<file path="src/rtl/loader_pkg.sv">
// ---------------------------------------------------------------------------
// loader_pkg
// Shared definitions for the instruction-memory boot loader.
//   state_t        : loader FSM states
//   HDR_BYTES      : bytes in the word-count header
//   BYTES_PER_WORD : stream bytes packed into one instruction word
//   CSUM_W         : width of the XOR checksum
//   CNT_W, IDX_W   : derived widths of the word counter and byte index
// ---------------------------------------------------------------------------
package loader_pkg;

    typedef enum logic [2:0] {
        S_IDLE,
        S_HDR0,
        S_HDR1,
        S_DATA,
        S_WRITE,
        S_CHK,
        S_DONE
    } state_t;

    localparam int HDR_BYTES      = 2;
    localparam int BYTES_PER_WORD = 4;
    localparam int CSUM_W         = 8;

    localparam int CNT_W = 8 * HDR_BYTES;
    localparam int IDX_W = $clog2(BYTES_PER_WORD);

endpackage

</file>
<file path="src/rtl/byte_packer.sv">
// ---------------------------------------------------------------------------
// byte_packer
// Collects stream bytes into a 32-bit instruction word, first byte in the
// most significant position (big-endian).
//   CLK       : clock
//   RST       : asynchronous active-low reset
//   clear     : discard partial word, zero index and word
//   shift_en  : shift din into the word
//   din       : stream byte
//   word      : packed word (valid once word_full is set)
//   byte_idx  : number of bytes already in the current word
//   word_full : the last shift completed a word
// ---------------------------------------------------------------------------
module byte_packer
    import loader_pkg::*;
(
    input  logic             CLK,
    input  logic             RST,
    input  logic             clear,
    input  logic             shift_en,
    input  logic [7:0]       din,
    output logic [31:0]      word,
    output logic [IDX_W-1:0] byte_idx,
    output logic             word_full
);

    localparam logic [IDX_W-1:0] LAST_IDX = IDX_W'(BYTES_PER_WORD - 1);

    // NOTE: sequential state uses non-blocking assignments only, and the
    // reset branch is listed in the sensitivity list so it acts without a clock.
    always_ff @(posedge CLK or negedge RST) begin
        if (!RST) begin
            word      <= '0;
            byte_idx  <= '0;
            word_full <= 1'b0;
        end else if (clear) begin
            word      <= '0;
            byte_idx  <= '0;
            word_full <= 1'b0;
        end else if (shift_en) begin
            // Shifting left leaves the first byte of the word in [31:24].
            word      <= {word[23:0], din};
            byte_idx  <= byte_idx + 1'b1;
            word_full <= (byte_idx == LAST_IDX);
        end
    end

endmodule

</file>
<file path="src/rtl/ins_mem_loader.sv">
// ---------------------------------------------------------------------------
// ins_mem_loader
// Serial boot loader for the multi-cycle CPU's instruction memory. Accepts
// a 16-bit word-count header, 4 bytes per instruction and one XOR checksum
// byte over a valid/ready byte stream, and writes each packed word to
// consecutive word-aligned addresses starting at BASE_ADDR.
//   CLK, RST    : clock, asynchronous active-low reset
//   start       : begin a load (honoured in IDLE and DONE only)
//   byte_valid  : byte_data carries a byte
//   byte_data   : stream byte
//   byte_ready  : loader takes a byte this cycle
//   mem_we      : one-cycle instruction-memory write strobe
//   mem_addr    : byte address of the write
//   mem_wdata   : instruction word being written
//   busy        : load in progress
//   done        : load finished, held until the next start
//   err         : header overflow or checksum mismatch (valid with done)
//   word_count  : words written in the current load
// ---------------------------------------------------------------------------
module ins_mem_loader
    import loader_pkg::*;
#(
    parameter int          ADDR_W    = 32,
    parameter logic [31:0] BASE_ADDR = 32'h0000_0000,
    parameter int          DEPTH     = 64
) (
    input  logic              CLK,
    input  logic              RST,
    input  logic              start,
    input  logic              byte_valid,
    input  logic [7:0]        byte_data,
    output logic              byte_ready,
    output logic              mem_we,
    output logic [ADDR_W-1:0] mem_addr,
    output logic [31:0]       mem_wdata,
    output logic              busy,
    output logic              done,
    output logic              err,
    output logic [15:0]       word_count
);

    localparam logic [ADDR_W-1:0] BASE       = ADDR_W'(BASE_ADDR);
    localparam logic [ADDR_W-1:0] WORD_BYTES = ADDR_W'(BYTES_PER_WORD);
    localparam logic [CNT_W-1:0]  DEPTH_CNT  = CNT_W'(DEPTH);
    localparam logic [IDX_W-1:0]  LAST_IDX   = IDX_W'(BYTES_PER_WORD - 1);

    state_t            state;
    logic [7:0]        count_hi;
    logic [CNT_W-1:0]  count;
    logic [CSUM_W-1:0] csum;

    logic              accept;
    logic              start_ok;
    logic [CNT_W-1:0]  hdr_count;
    logic [CNT_W-1:0]  wc_inc;

    logic              pk_clear;
    logic              pk_shift;
    logic [31:0]       pk_word;
    logic [IDX_W-1:0]  pk_idx;
    logic              pk_full;

    assign accept    = byte_valid && byte_ready;
    assign start_ok  = start && ((state == S_IDLE) || (state == S_DONE));
    assign hdr_count = {count_hi, byte_data};
    assign wc_inc    = word_count + 1'b1;

    // The packer restarts on every new load and after every written word,
    // so a stale partial word can never leak into the next one.
    assign pk_clear  = start_ok || (state == S_WRITE);
    assign pk_shift  = (state == S_DATA) && accept;

    byte_packer u_packer (
        .CLK       (CLK),
        .RST       (RST),
        .clear     (pk_clear),
        .shift_en  (pk_shift),
        .din       (byte_data),
        .word      (pk_word),
        .byte_idx  (pk_idx),
        .word_full (pk_full)
    );

    // The packer register is stable through the WRITE cycle and is cleared
    // on reset, so it can drive the write data directly.
    assign mem_wdata = pk_word;

    // byte_ready and busy are registered: each transition writes the value
    // that belongs to the destination state, so they track state exactly.
    always_ff @(posedge CLK or negedge RST) begin
        if (!RST) begin
            state      <= S_IDLE;
            byte_ready <= 1'b0;
            mem_we     <= 1'b0;
            mem_addr   <= BASE;
            busy       <= 1'b0;
            done       <= 1'b0;
            err        <= 1'b0;
            word_count <= '0;
            count_hi   <= '0;
            count      <= '0;
            csum       <= '0;
        end else begin
            mem_we <= 1'b0;

            case (state)
                S_IDLE, S_DONE: begin
                    if (start) begin
                        state      <= S_HDR0;
                        byte_ready <= 1'b1;
                        busy       <= 1'b1;
                        done       <= 1'b0;
                        err        <= 1'b0;
                        word_count <= '0;
                        csum       <= '0;
                    end
                end

                S_HDR0: begin
                    if (accept) begin
                        count_hi <= byte_data;
                        state    <= S_HDR1;
                    end
                end

                S_HDR1: begin
                    if (accept) begin
                        count <= hdr_count;
                        if (hdr_count > DEPTH_CNT) begin
                            state      <= S_DONE;
                            err        <= 1'b1;
                            byte_ready <= 1'b0;
                            busy       <= 1'b0;
                            done       <= 1'b1;
                        end else if (hdr_count == '0) begin
                            state <= S_CHK;
                        end else begin
                            state <= S_DATA;
                        end
                    end
                end

                S_DATA: begin
                    if (accept) begin
                        csum <= csum ^ byte_data;
                        if (pk_idx == LAST_IDX) begin
                            // Address is captured with the strobe so all
                            // three write signals change on the same edge.
                            state      <= S_WRITE;
                            byte_ready <= 1'b0;
                            mem_we     <= 1'b1;
                            mem_addr   <= BASE + ADDR_W'(word_count) * WORD_BYTES;
                        end
                    end
                end

                S_WRITE: begin
                    if (pk_full) begin
                        word_count <= wc_inc;
                    end
                    byte_ready <= 1'b1;
                    if (wc_inc == count) begin
                        state <= S_CHK;
                    end else begin
                        state <= S_DATA;
                    end
                end

                S_CHK: begin
                    if (accept) begin
                        if (byte_data != csum) begin
                            err <= 1'b1;
                        end
                        state      <= S_DONE;
                        byte_ready <= 1'b0;
                        busy       <= 1'b0;
                        done       <= 1'b1;
                    end
                end

                default: begin
                    state      <= S_IDLE;
                    byte_ready <= 1'b0;
                    busy       <= 1'b0;
                    done       <= 1'b0;
                end
            endcase
        end
    end

endmodule
</file>
<file path="config.mk">
export PLATFORM = sky130hd
export DESIGN_NAME = ins_mem_loader
export DESIGN_NICKNAME = d
export VERILOG_FILES = /design/src/rtl/loader_pkg.sv /design/src/rtl/byte_packer.sv /design/src/rtl/ins_mem_loader.sv
export SDC_FILE = /design/constraint.sdc
export NUM_CORES = 1
export LEC_CHECK = 0
export ABC_AREA = 1
export CAP_MARGIN = 20
export CORE_UTILIZATION = 45
export CTS_BUF_LIST = sky130_fd_sc_hd__clkbuf_4 sky130_fd_sc_hd__clkbuf_8
export CTS_CLUSTER_SIZE = 14
export DETAILED_ROUTE_END_ITERATION = 7
export PLACE_DENSITY_LB_ADDON = 0.12
export SKIP_LAST_GASP = 1
export SLEW_MARGIN = 0
export SYNTH_ARGS = -nofsm -noshare
export SYNTH_HDL_FRONTEND = slang
export SYNTH_HIERARCHICAL = 1
export SYNTH_SLANG_ARGS = --single-unit
</file>
<file path="constraint.sdc">
create_clock -name CLK -period 2 [get_ports CLK]
set_input_delay 0.2 -clock CLK [delete_from_list [all_inputs] [get_ports CLK]]
set_output_delay 0.2 -clock CLK [all_outputs]
set_load 0.01 [all_outputs]
</file>
[Word-level counts from Yosys, hierarchy flattened]
Index checks and enable logic that the tools add are counted.
Word-level totals
  bits in registers: 107
  input bits: 12
  output and inout bits: 85
  word-level logic and storage cells: 101
Operators by class
  add/sub/neg operators: 2
  magnitude comparators: 1
  equality and inequality tests: 18
  mux-type cells: 41
  bitwise gates (word level): 3
  reductions and logical operators: 22
Operator list (number)
  2-to-1 mux 32 bit: 2
  2-to-1 mux 16 bit: 2
  one-hot mux 16 bit (2 select lines): 1
  2-to-1 mux 3 bit: 9
  one-hot mux 3 bit (6 select lines): 1
  2-to-1 mux 1 bit: 17
  adder 16 x 1 -> 16 bit, second input constant: 1
  equality test 16 bit: 1
  > comparator 16 x 7 -> 1 bit, second input constant: 1
  zero test 16 bit: 1
  2-to-1 mux 8 bit: 2
  one-hot mux 8 bit (2 select lines): 1
  != test 2 bit, second input constant: 7
  AND reduction 6 bit: 2
  equality test 3 bit, second input constant: 3
  AND reduction 3 bit: 3
  != test 8 bit: 1
  one-hot mux 1 bit (4 select lines): 2
  XOR 8 bit: 1
  AND reduction 7 bit: 1
  equality test 3 x 2 -> 1 bit, second input constant: 2
  one-hot mux 1 bit (6 select lines): 1
  nonzero test 2 bit: 3
  AND reduction 5 bit: 1
  other kinds (14): 21

[Logic depth before layout (Yosys ltp)]
Gate-level depths: netlist of the first run.
  depth in word-level cells: 5
  mapped depth: 16
  mapped depth without buffers: 16

[By module]
Netlist of the first run, hierarchy kept.
Modules (own cells, without submodules)
  ins_mem_loader: times used 1, cells an instance 505, area an instance 3936.3 um^2, sequential area each 1801.7 um^2
  byte_packer: times used 1, cells an instance 154, area an instance 1514.0 um^2, sequential area each 875.8 um^2

[Worst setup path before layout of the first run]
No wires, ideal clock.
  kind: register to register
  start: reg state[1]
  end: reg word_count[7]
  library setup time: 0.127 ns
  arrival time: 1.843 ns
  required time: 1.873 ns
  setup slack: 0.030 ns
  cell stages (with the launch flop): 10
  path buffers: 1
  cell sequence: dfrtp_1 -> nor2_1 -> nand2_1 -> inv_1 -> nor2_1 -> nor2_1 -> inv_1 -> a21oi_2 -> buf_2 -> o21ai_0
On the way
  word-level cells in the longest chain between the ends: 4
RTL lines
  start, declared: line ins_mem_loader.sv:47  | state_t state;
  start signal, assigned: line ins_mem_loader.sv:92  | state <= S_IDLE;
  start signal, assigned: line ins_mem_loader.sv:109  | state <= S_HDR0;
  start signal, assigned: line ins_mem_loader.sv:122  | state <= S_HDR1;
  equality test 3 bit or zero test 3 bit (tied branches): line ins_mem_loader.sv:106  | case (state)
  OR reduction 2 bit: line ins_mem_loader.sv:106
  != test 2 bit (no line) or nonzero test 2 bit (tied branches)
  AND reduction 3 bit (no line)
  end signal, assigned: line ins_mem_loader.sv:159  | word_count <= wc_inc;
  end, declared: line ins_mem_loader.sv:39  | output logic [15:0] word_count
Parallel ways exist; a longest one is shown, timed or not.
A chain may end at the register's enable or synchronous reset.

[Worst setup path after layout of the first run]
  start: reg word_count[0]
  end: reg state[1]
On the way
  word-level cells in the longest chain between the ends: 4
RTL lines
  adder 16 x 1 -> 16 bit: line ins_mem_loader.sv:66  | assign wc_inc = word_count + 1'b1;
  equality test 16 bit: line ins_mem_loader.sv:162  | if (wc_inc == count) begin
  2-to-1 mux 3 bit: line ins_mem_loader.sv:162
  one-hot mux 3 bit (6 select lines): line ins_mem_loader.sv:106
  end signal, assigned: line ins_mem_loader.sv:109
  end signal, assigned: line ins_mem_loader.sv:163  | state <= S_CHK;
  end signal, assigned: line ins_mem_loader.sv:165  | state <= S_DATA;
No other way between the ends.

==> results of run 1 <==
==> state kept, by name (all words and copies together), names as in the netlist, 2 cells and up <==
register / flops
count: 16
count_hi: 8
csum: 8
mem_addr: 16
state: 3
u_packer/byte_idx: 2
u_packer/word: 32
word_count: 16
==> repair_timing <==
item	4_1_cts	5_1_grt
hold endpoints to repair	33	0
hold buffers	1	0
buffers inserted	0	2
endpoints found under the setup margin	0	46
resized for setup	0	23
==> power by group <==
part / switching [mW] / leakage, nW / internal (mW)
combinational: 1.71 / 1.70 / 0.988
sequential: 0.302 / 1.45 / 2.53
clock: 0.741 / 0.0994 / 0.640
total: 2.76 / 3.24 / 4.16
==> synth_stat cells <==
cell      count
nand2_1     216
dfrtp_1     107
inv_1        60
nand3_1      60
o21ai_0      43
nor2_1       26
o21ai_1      18
buf_4        17
nand3_2      13
nand4_1      10
buf_6         8
o22ai_1       8
a21oi_1       7
buf_2         7
xnor2_1       7
nand3b_1      5
nor2_2        5
xor2_1        5
clkbuf_1      4
inv_2         4
o31ai_1       4
nor2_8        3
ha_1          2
nand2_2       2
nor2_4        2
or2_2         2
xnor3_1       2
a211oi_1      1
a21oi_2       1
a31oi_1       1
clkinv_1      1
conb_1        1
inv_4         1
nand2_4       1
nor3_1        1
nor3_4        1
nor4_1        1
o21a_1        1
o21ai_2       1
==> worst paths after layout <==
check                                       start                 to  slack, ns  cells past startpoint
worst max-delay path                word_count[0]           state[1]       0.05                     17
worst min-delay path                          RST       mem_addr[11]       0.32                      2
worst max register to register      word_count[0]           state[1]       0.05                     17
worst min register to register  u_packer/word[26]  u_packer/word[26]       0.48                      2
max in group asynchronous                     RST        count_hi[6]       0.98                      3
min in group CLK                            start                err       0.42                      2
==> logic make-up (layout without fill, tap and decap cells) <==
kind of cell | count (synthesis) | in the layout | share of synthesized area
compound gates | 85 | 85 | 0.0843
flops | 107 | 107 | 0.491
other cells | 1 | 16 | 0.000688
fa+ha+maj | 2 | 2 | 0.00459
buf+inv | 102 | 185 | 0.0950
xor+xnor | 14 | 14 | 0.0275
simple gates | 348 | 350 | 0.297
==> worst max-delay path: cells and delay by family, from the launching register on <==
family / cells / cell delay [ns]
simple gates: 15 / 1.12
flops: 1 / 0.41
fa+ha+maj: 1 / 0.17
buf+inv: 1 / 0.15
==> metal layers <==
layer | part of all wire | GRT usage | wire [µm] | vias to the layer above
met3 | 0.052 | 0.0535 | 679 | 18
li1 | - | - | - | 2289
met1 | 0.48 | 0.311 | 6360 | 2159
met5 | 0 | 0 | 0 | -
met4 | 0.017 | 0.0693 | 223 | 0
met2 | 0.45 | 0.337 | 5860 | 118
==> cell type report <==
cell class | instances | area [µm²]
Tap cell | 143 | 179
Multi-Input combinational cell | 467 | 2400
Timing Repair Buffer | 103 | 1050
Clock inverter | 4 | 50.0
Fill cell | 1089 | 4840
Clock buffer | 12 | 153
Inverter | 66 | 258
Sequential cell | 107 | 2680
==> per-stage QoR <==
step            util  setup slack [ns]
6_report       0.583            0.0460
5_1_grt        0.583           -0.0633
4_1_cts        0.571           0.00931
3_5_place_dp   0.553            0.0275
3_3_place_gp   0.553            0.0908
2_1_floorplan      -            0.0297
==> flow_summary.ini, run 1 <==
[floorplanning]
die-area_mm2 = 0.0126
core_area_mm2 = 0.0116
start_util = 0.469
die_height_um = 112
die_w_um = 112
core.rowCount = 39
io_pins = 97

[final_layout]
drive_gt1_frac = 0.120
layout_common_cells = nand2_1 (213), dfrtp_1 (105), clkdlybuf4s50_1 (79), inv_1 (60), nand3_1 (58)
fin_cells = 902
area_growth_pct = 24.2
nets = 768
final_common_cell = nand2_1
n_antenna_cell = 0
post-route-cell-area_mm2 = 0.00677

[timing]
max_freq_mhz = 512
whs_ns = 0.323
max-slew-margin-rel = 0.637
min_period_ns = 1.95
fin_crit_sh = 0.977
final_hold_viol_count = 0
setup_violations = 0
fin_skew_ns = 0.00700
finalSetupTns_ns = 0
grt_setup_unrepaired = yes
slew_viol_final = 0
worst_pin_slew_ns = 0.545

[synth]
synthCells = 659
synth-seq-cells = 107
syn_area_per_cell_um2 = 8.27
synth_top_area_frac = 0.491
synth_cell_type_count = 39
synth_seq_area_share = 0.491
synth.cell_area_mm2 = 0.00545
synth_top_area_cell = dfrtp_1
yosysWarnings = 6
synthTopCellsByArea = dfrtp_1 (49%), nand2_1 (15%), nand3_1 (5.5%)

[clock_tree]
clock_latency_ns = 0.38
cts_buffers = 9
clock-sinks = 107
cts.reportedPaths.clkPinSlew_ns = 0.10
cts_root_buf = clkbuf_8
h-tree-depth = 3
cts_buffer_depth = 2
cts_tree = built

[worst_setup_path]
critPathLaunchType = flip-flop
cpPeakStageDelay_ns = 0.41
path_class = reg2reg
critPathRequiredTime_ns = 2.27
crit_top_cell = nand2_1
crit_slowest_cell = dfrtp_1
cp_max_fo = 6
critPathCaptureType = flip-flop
crit_chain = ha_4, nand2_4, nor2_4, buf_12, nand3_2, nand2_2, nand2_1, nand2_1, nand2_1, nor2_1, nand2_1, nor2_2, nand2_1, nand2_1, nand2_1, nand2_1, nand2_1
arrival_ns = 2.23

[global_routing]
grt_remaining_overflow = 0
grt_usage = 0.221
grt_max_degree = 38
grt_pass1_wl_um = 22200
grt_pass1_vias = 4594
antenna_found_initial = 0

[placed_design]
gp_congestion = 0.839
dpl.cell_count = 881
port_buffers = 80
hpwl_um = 9450
placed_area_mm2 = 0.00642

[power]
peakVddDrop_mv = 0.554
p_per_area_mw_per_mm2 = 1020
p_leak_nw = 3.24
power_mw = 6.92

[detailed_routing]
routed_wl_um = 13100
wire_per_inst_um = 14.5
firstDrtPassIters = 6
ant_nets = 0
drc = 7
via_count = 4584
viasPerCell = 5.08
drtIter0Drc = 240

[hold_path]
hold_class = in2async

[status]
status = finished with violations
violations = design-rule violations

[job]
drv_cap = 0
Note: power is estimated with default switching activity, not from simulation.
==> inputs of run 2 (changes only) <==
--- a/config.mk
+++ b/config.mk
@@ -11,6 +11,7 @@
 export CTS_BUF_LIST = sky130_fd_sc_hd__clkbuf_4 sky130_fd_sc_hd__clkbuf_8
 export CTS_CLUSTER_SIZE = 14
 export DETAILED_ROUTE_END_ITERATION = 7
+export HOLD_SLACK_MARGIN = 0.05
 export PLACE_DENSITY_LB_ADDON = 0.12
 export SKIP_LAST_GASP = 1
 export SLEW_MARGIN = 0
==> results of run 2 <==
Final layout, timing and power as in run 1 (identical DEF).
